### config.mk
export PLATFORM = sky130hd
export DESIGN_NAME = xctcmsg_send_arbiter
export DESIGN_NICKNAME = d
export VERILOG_FILES = /design/src/rtl/xctcmsg_pkg.sv /design/src/rtl/xctcmsg_send_arbiter_rr_arbiter.sv /design/src/rtl/xctcmsg_send_arbiter.sv
export SDC_FILE = /design/constraint.sdc
export NUM_CORES = 1
export LEC_CHECK = 0
export ABC_AREA = 1
export BUFFER_PORTS_ARGS = -buffer_cell sky130_fd_sc_hd__clkbuf_2
export CELL_PAD_IN_SITES_DETAIL_PLACEMENT = 1
export CELL_PAD_IN_SITES_GLOBAL_PLACEMENT = 1
export CORE_AREA = 5 5 318 320
export CTS_CLUSTER_SIZE = 10
export DETAILED_ROUTE_END_ITERATION = 16
export DIE_AREA = 0 0 323 325
export PLACE_DENSITY = 0.54
export SLEW_MARGIN = 5
export SYNTH_ARGS = -nofsm -noshare
export SYNTH_HDL_FRONTEND = slang
export SYNTH_SLANG_ARGS = --single-unit
### constraint.sdc
create_clock -name clk -period 5.32 [get_ports clk]
set_clock_uncertainty 0.05 [all_clocks]
set_input_delay 0.532 -clock clk [delete_from_list [all_inputs] [get_ports clk]]
set_output_delay 0.532 -clock clk [all_outputs]
set_load 0.05 [all_outputs]
### src/rtl/xctcmsg_pkg.sv
// xctcmsg_pkg
// Shared types and width constants for the XCTCMSG message unit.
// The send arbiter FSM state encoding lives here, together with the request
// record that a send channel presents and the default field widths.
package xctcmsg_pkg;

    localparam int XCTCMSG_ADDR_W = 32;
    localparam int XCTCMSG_TAG_W  = 32;
    localparam int XCTCMSG_MSG_W  = 64;

    // Holding register status of the send arbiter
    typedef enum logic [1:0] {
        IDLE = 2'd0,
        BUS  = 2'd1,
        LB   = 2'd2
    } send_arb_state_t;

    // One request as seen on a send channel at default widths
    typedef struct packed {
        logic [XCTCMSG_ADDR_W-1:0] dst;
        logic [XCTCMSG_TAG_W-1:0]  tag;
        logic [XCTCMSG_MSG_W-1:0]  msg;
    } arb_req_t;

endpackage

### src/rtl/xctcmsg_send_arbiter_rr_arbiter.sv
// rr_arbiter
// Purely combinational round-robin arbiter. The channel at index 'ptr' has
// the highest priority, then ptr+1, ... wrapping modulo N.
// Ports:
//   req     in  N     request bits
//   ptr     in  CH_W  highest-priority index (expected < N)
//   en      in  1     when low no grant is issued
//   gnt     out N     one-hot grant (all zero when nothing granted)
//   gnt_idx out CH_W  index of the granted channel (0 when nothing granted)
module rr_arbiter #(
    parameter int N    = 4,
    parameter int CH_W = (N > 1) ? $clog2(N) : 1
) (
    input  logic [N-1:0]    req,
    input  logic [CH_W-1:0] ptr,
    input  logic            en,
    output logic [N-1:0]    gnt,
    output logic [CH_W-1:0] gnt_idx
);

    // Walk the channels starting at ptr; the first requester found wins.
    always_comb begin
        int  idx;
        logic found;
        gnt     = '0;
        gnt_idx = '0;
        found   = 1'b0;
        idx     = 0;
        for (int i = 0; i < N; i++) begin
            idx = int'(ptr) + i;
            if (idx >= N) begin
                idx = idx - N;
            end
            if (en && !found && req[idx]) begin
                found    = 1'b1;
                gnt[idx] = 1'b1;
                gnt_idx  = CH_W'(idx);
            end
        end
    end

endmodule

### src/rtl/xctcmsg_send_arbiter.sv
// xctcmsg_send_arbiter
// Merges NUM_CHANNELS send requesters onto the single bus send port through a
// round-robin arbiter and one registered holding stage. Messages addressed to
// local_address are diverted to the loopback port when LOOPBACK_EN is set.
// Ports:
//   clk, rst                        clock, async active-high reset
//   flush                           suppresses acceptance this cycle
//   local_address                   this hart's address
//   ch_valid_i / ch_ready_o         per-channel request handshake
//   ch_dst_i / ch_tag_i / ch_msg_i  per-channel request fields
//   bus_val_o / bus_ack_i           bus send handshake
//   bus_dst_o / bus_tag_o / bus_msg_o / bus_ch_o  held message and its channel
//   lb_valid_o / lb_ready_i         loopback handshake
//   lb_src_o / lb_tag_o / lb_msg_o  loopback message (src = latched local_address)
module xctcmsg_send_arbiter
    import xctcmsg_pkg::*;
#(
    parameter int NUM_CHANNELS = 4,
    parameter int ADDR_W       = XCTCMSG_ADDR_W,
    parameter int TAG_W        = XCTCMSG_TAG_W,
    parameter int MSG_W        = XCTCMSG_MSG_W,
    parameter int LOOPBACK_EN  = 1,
    parameter int CH_W         = (NUM_CHANNELS > 1) ? $clog2(NUM_CHANNELS) : 1
) (
    input  logic                                 clk,
    input  logic                                 rst,
    input  logic                                 flush,
    input  logic [ADDR_W-1:0]                    local_address,
    input  logic [NUM_CHANNELS-1:0]              ch_valid_i,
    output logic [NUM_CHANNELS-1:0]              ch_ready_o,
    input  logic [NUM_CHANNELS-1:0][ADDR_W-1:0]  ch_dst_i,
    input  logic [NUM_CHANNELS-1:0][TAG_W-1:0]   ch_tag_i,
    input  logic [NUM_CHANNELS-1:0][MSG_W-1:0]   ch_msg_i,
    output logic                                 bus_val_o,
    input  logic                                 bus_ack_i,
    output logic [ADDR_W-1:0]                    bus_dst_o,
    output logic [TAG_W-1:0]                     bus_tag_o,
    output logic [MSG_W-1:0]                     bus_msg_o,
    output logic [CH_W-1:0]                      bus_ch_o,
    output logic                                 lb_valid_o,
    input  logic                                 lb_ready_i,
    output logic [ADDR_W-1:0]                    lb_src_o,
    output logic [TAG_W-1:0]                     lb_tag_o,
    output logic [MSG_W-1:0]                     lb_msg_o
);

    send_arb_state_t state_q, state_d;

    logic [CH_W-1:0]   rr_ptr_q;
    logic [ADDR_W-1:0] dst_q;
    logic [TAG_W-1:0]  tag_q;
    logic [MSG_W-1:0]  msg_q;
    logic [CH_W-1:0]   ch_q;
    logic [ADDR_W-1:0] src_q;

    logic                    accept_en;
    logic                    accept;
    logic                    done;
    logic                    is_lb;
    logic [NUM_CHANNELS-1:0] gnt;
    logic [CH_W-1:0]         gnt_idx;
    logic [ADDR_W-1:0]       win_dst;
    logic [CH_W-1:0]         rr_ptr_next;

    // The holding register frees up in the same cycle its handshake completes,
    // which is what allows one message per cycle under continuous ack.
    always_comb begin
        done      = ((state_q == BUS) && bus_ack_i) || ((state_q == LB) && lb_ready_i);
        accept_en = !flush && ((state_q == IDLE) || done);
    end

    rr_arbiter #(
        .N    (NUM_CHANNELS),
        .CH_W (CH_W)
    ) u_rr_arbiter (
        .req     (ch_valid_i),
        .ptr     (rr_ptr_q),
        .en      (accept_en),
        .gnt     (gnt),
        .gnt_idx (gnt_idx)
    );

    // Winner decode; gnt is already gated by accept_en.
    always_comb begin
        accept      = |gnt;
        win_dst     = ch_dst_i[gnt_idx];
        is_lb       = (LOOPBACK_EN != 0) && (win_dst == local_address);
        ch_ready_o  = gnt;
        rr_ptr_next = (gnt_idx == CH_W'(NUM_CHANNELS - 1)) ? '0 : gnt_idx + CH_W'(1);
    end

    // A new acceptance always overrides the return to IDLE on completion.
    always_comb begin
        state_d = state_q;
        if (accept) begin
            state_d = is_lb ? LB : BUS;
        end else if (done) begin
            state_d = IDLE;
        end
    end

    always_ff @(posedge clk or posedge rst) begin
        if (rst) begin
            state_q  <= IDLE;
            rr_ptr_q <= '0;
        end else begin
            state_q <= state_d;
            if (accept) begin
                rr_ptr_q <= rr_ptr_next;
            end
        end
    end

    // Holding register only loads on acceptance, so fields stay put while a
    // message waits for its handshake.
    always_ff @(posedge clk or posedge rst) begin
        if (rst) begin
            dst_q <= '0;
            tag_q <= '0;
            msg_q <= '0;
            ch_q  <= '0;
            src_q <= '0;
        end else if (accept) begin
            dst_q <= win_dst;
            tag_q <= ch_tag_i[gnt_idx];
            msg_q <= ch_msg_i[gnt_idx];
            ch_q  <= gnt_idx;
            src_q <= local_address;
        end
    end

    always_comb begin
        bus_val_o  = (state_q == BUS);
        lb_valid_o = (state_q == LB);
        bus_dst_o  = dst_q;
        bus_tag_o  = tag_q;
        bus_msg_o  = msg_q;
        bus_ch_o   = ch_q;
        lb_src_o   = src_q;
        lb_tag_o   = tag_q;
        lb_msg_o   = msg_q;
    end

endmodule

==> metrics.yaml <==
outcome: "finished clean"
area_growth_pct: 44.4
ant_nets: 0
synth_warnings: 0
coreArea_sq_mm: 0.0978
wl_met1_um: 32600
synthFlopType: "dfrtp_1"
wl_per_cell_um: 21.6
synthArstFlopShare_pct: 100
setup_viol_count_final: 0
synth_edf_count: 0
die-height_um: 325
slew_headroom_pct: 40.4
synth_area_leader_cell: "dfrtp_1"
die_area_sq_mm: 0.105
required_ns: 5.66
wl_met3_um: 6090
cts.sink_count: 166
reg2reg_slack_ns: 1.03
synthTopCellsByArea: "dfrtp_1 (35%), nand2_1 (18%), nand3_1 (6.2%)"
regArea_sq_mm: 0.00415
grt_pass1_vias: 15651
rows: 115
final_util_pct: 17.6
clock_path_buffers: 2
clockRootBuffer: "clkbuf_16"
cts_tree: "done"
startpoint: "rr_ptr_q[0]"
worstSetupPathType: "reg -> reg"
drc: 0
gp_congestion: 0.819
fin_setup_tns_ns: 0
synth_top_area_share_pct: 34.8
final_cell_area_sq_mm: 0.0173
drt_first_iter_violations: 616
finalCritPeriodShare_pct: 80.7
synth.most_common_cell: "nand2_1"
post-route-min-period_ns: 4.29
worst_slew_pin_slew_ns: 0.894
placed_area_sq_mm: 0.0166
path_clk_slew_ns: 0.08
hold_path.class: "in -> async"
rsz0062_at_grt: "false"
hold_buffers: 0
max_freq_ghz: 0.233
instances_no_fill: 3702
cts_resized: 0
port_buffers: 816
top_layer: "met5"
die_w_um: 323
rr_endpoint: "state_q[0]"
multiInputGateArea_sq_mm: 0.00602
syn-num-nets: 2317
grt_antenna_before_repair: 10
report.final.slew_viol_count: 0
rr_worst_depth: 18
htree_levels: 4
start_util_pct: 12.2
dr.pass1.iters: 5
dp_cells: 3665
drive_above_1_share_pct: 37.8
drt-total-wl_um: 80000
drv_cap: 0
viasPerCell: 3.93
grt_max_degree: 98
end_kind: "register"
netlist_instances: 1756
regToRegStartpoint: "rr_ptr_q[0]"
pin_count: 817
grt_use_total_pct: 14.6
gr-total-overflow: 0
worstSkewPairLatency_ns: 0.50
cts_setup_buffers: 0
grt_pass1_wl_um: 112000
hold_viol: 0
ys_types: 33
critPathMaxFanout: 21
syn_avg_cell_area_sq_um: 6.80
nFillCells: 12295
synth-seq-area-share_pct: 34.8
critPathArrivalTime_ns: 4.63
syn_area_sq_mm: 0.0119
yosys_register_bits: 166
final_nets: 2958
cts_inserted_buffers: 17
dr_total_vias: 14532
dp_hpwl_um: 65000
ys_top_cells_by_count: "nand2_1 (578), dfrtp_1 (166), nand3_1 (149), inv_1 (127), nor2_1 (112)"
route.met2.wl_um: 40300
cp-start-kind: "register"
-- state kept, by name, summed over array words and instances (netlist names) --
name / count
bus_msg_o: 64
bus_dst_o: 32
bus_tag_o: 32
lb_src_o: 32
bus_ch_o: 2
rr_ptr_q: 2
state_q: 2
-- cells by family (layout without fill, tap and decap cells) --
logic type | after synthesis | in the layout | synth area share, %
compound gates | 292 | 292 | 15.9
simple gates | 942 | 942 | 33.4
fa+ha+maj | 8 | 8 | 0.838
buf+inv | 348 | 1002 | 15.1
flops | 166 | 166 | 34.8
other cells | 0 | 5 | 0
-- layer usage --
layer  global-route usage [%]  vias to the layer above
li1                         -                     6966
met1                     16.8                     7019
met2                     26.4                      493
met3                     4.92                       44
met4                     2.85                       10
met5                        0                        -
-- layout make-up --
type / instances / area share, %
antenna: 5 / 0.0725
clock buffer: 18 / 2.49
clock inverter: 14 / 1.10
inverter: 133 / 3.01
multi-input combinational: 1242 / 34.9
sequential: 166 / 24.1
tap: 1287 / 9.33
timing repair buffer: 837 / 25.0
-- through the flow --
stage / worst slack, ns / hold slack (ns)
after CTS: 0.934 / 0.0713
after floorplan: 0.248 / 0.458
after detailed placement: 0.954 / 0.425
final: 1.03 / 0.0468
after global routing: 0.644 / 0.0859
after global placement: 1.09 / 0.415
-- cells in the final DEF, fill, tap and decap left out, drive strengths merged --
cell type,instances
a21o,1
a21oi,54
a31oi,32
buf,21
bufinv,3
clkbuf,834
clkinv,3
clkinvlp,2
dfrtp,166
diode,5
ha,8
inv,139
nand2,586
nand2b,1
nand3,154
nand3b,34
nand4,2
nor2,116
nor3,49
o211ai,61
o21ai,97
o221ai,45
o22ai,2
-- worst max path at each step --
stage / slack, ns / to / cells past startpoint
floorplan: 0.25 / bus_ch_o[0] / 1
global route: 0.64 / state_q[0] / 18
CTS: 0.93 / state_q[0] / 18
finish: 1.03 / state_q[0] / 18
detailed placement: 0.95 / state_q[0] / 18
global placement: 1.09 / state_q[0] / 18
-- worst max-delay path: stages (launching register included) --
cell	delay, ns
dfrtp_1	0.67
inv_4	0.15
ha_1	0.38
inv_1	0.13
nand3_1	0.09
nand2_1	0.10
nand3_1	0.09
o21ai_1	0.25
nand2b_2	0.59
buf_4	0.40
nand3_1	0.23
nand3_1	0.16
nand2_1	0.06
nor2_1	0.10
nand2_1	0.06
nor2_1	0.30
nand3_1	0.16
nor2_1	0.13
nor2_1	0.06
Power is not shown: default switching activity piles up to over one toggle a cycle in this logic, so the estimate is an artifact.
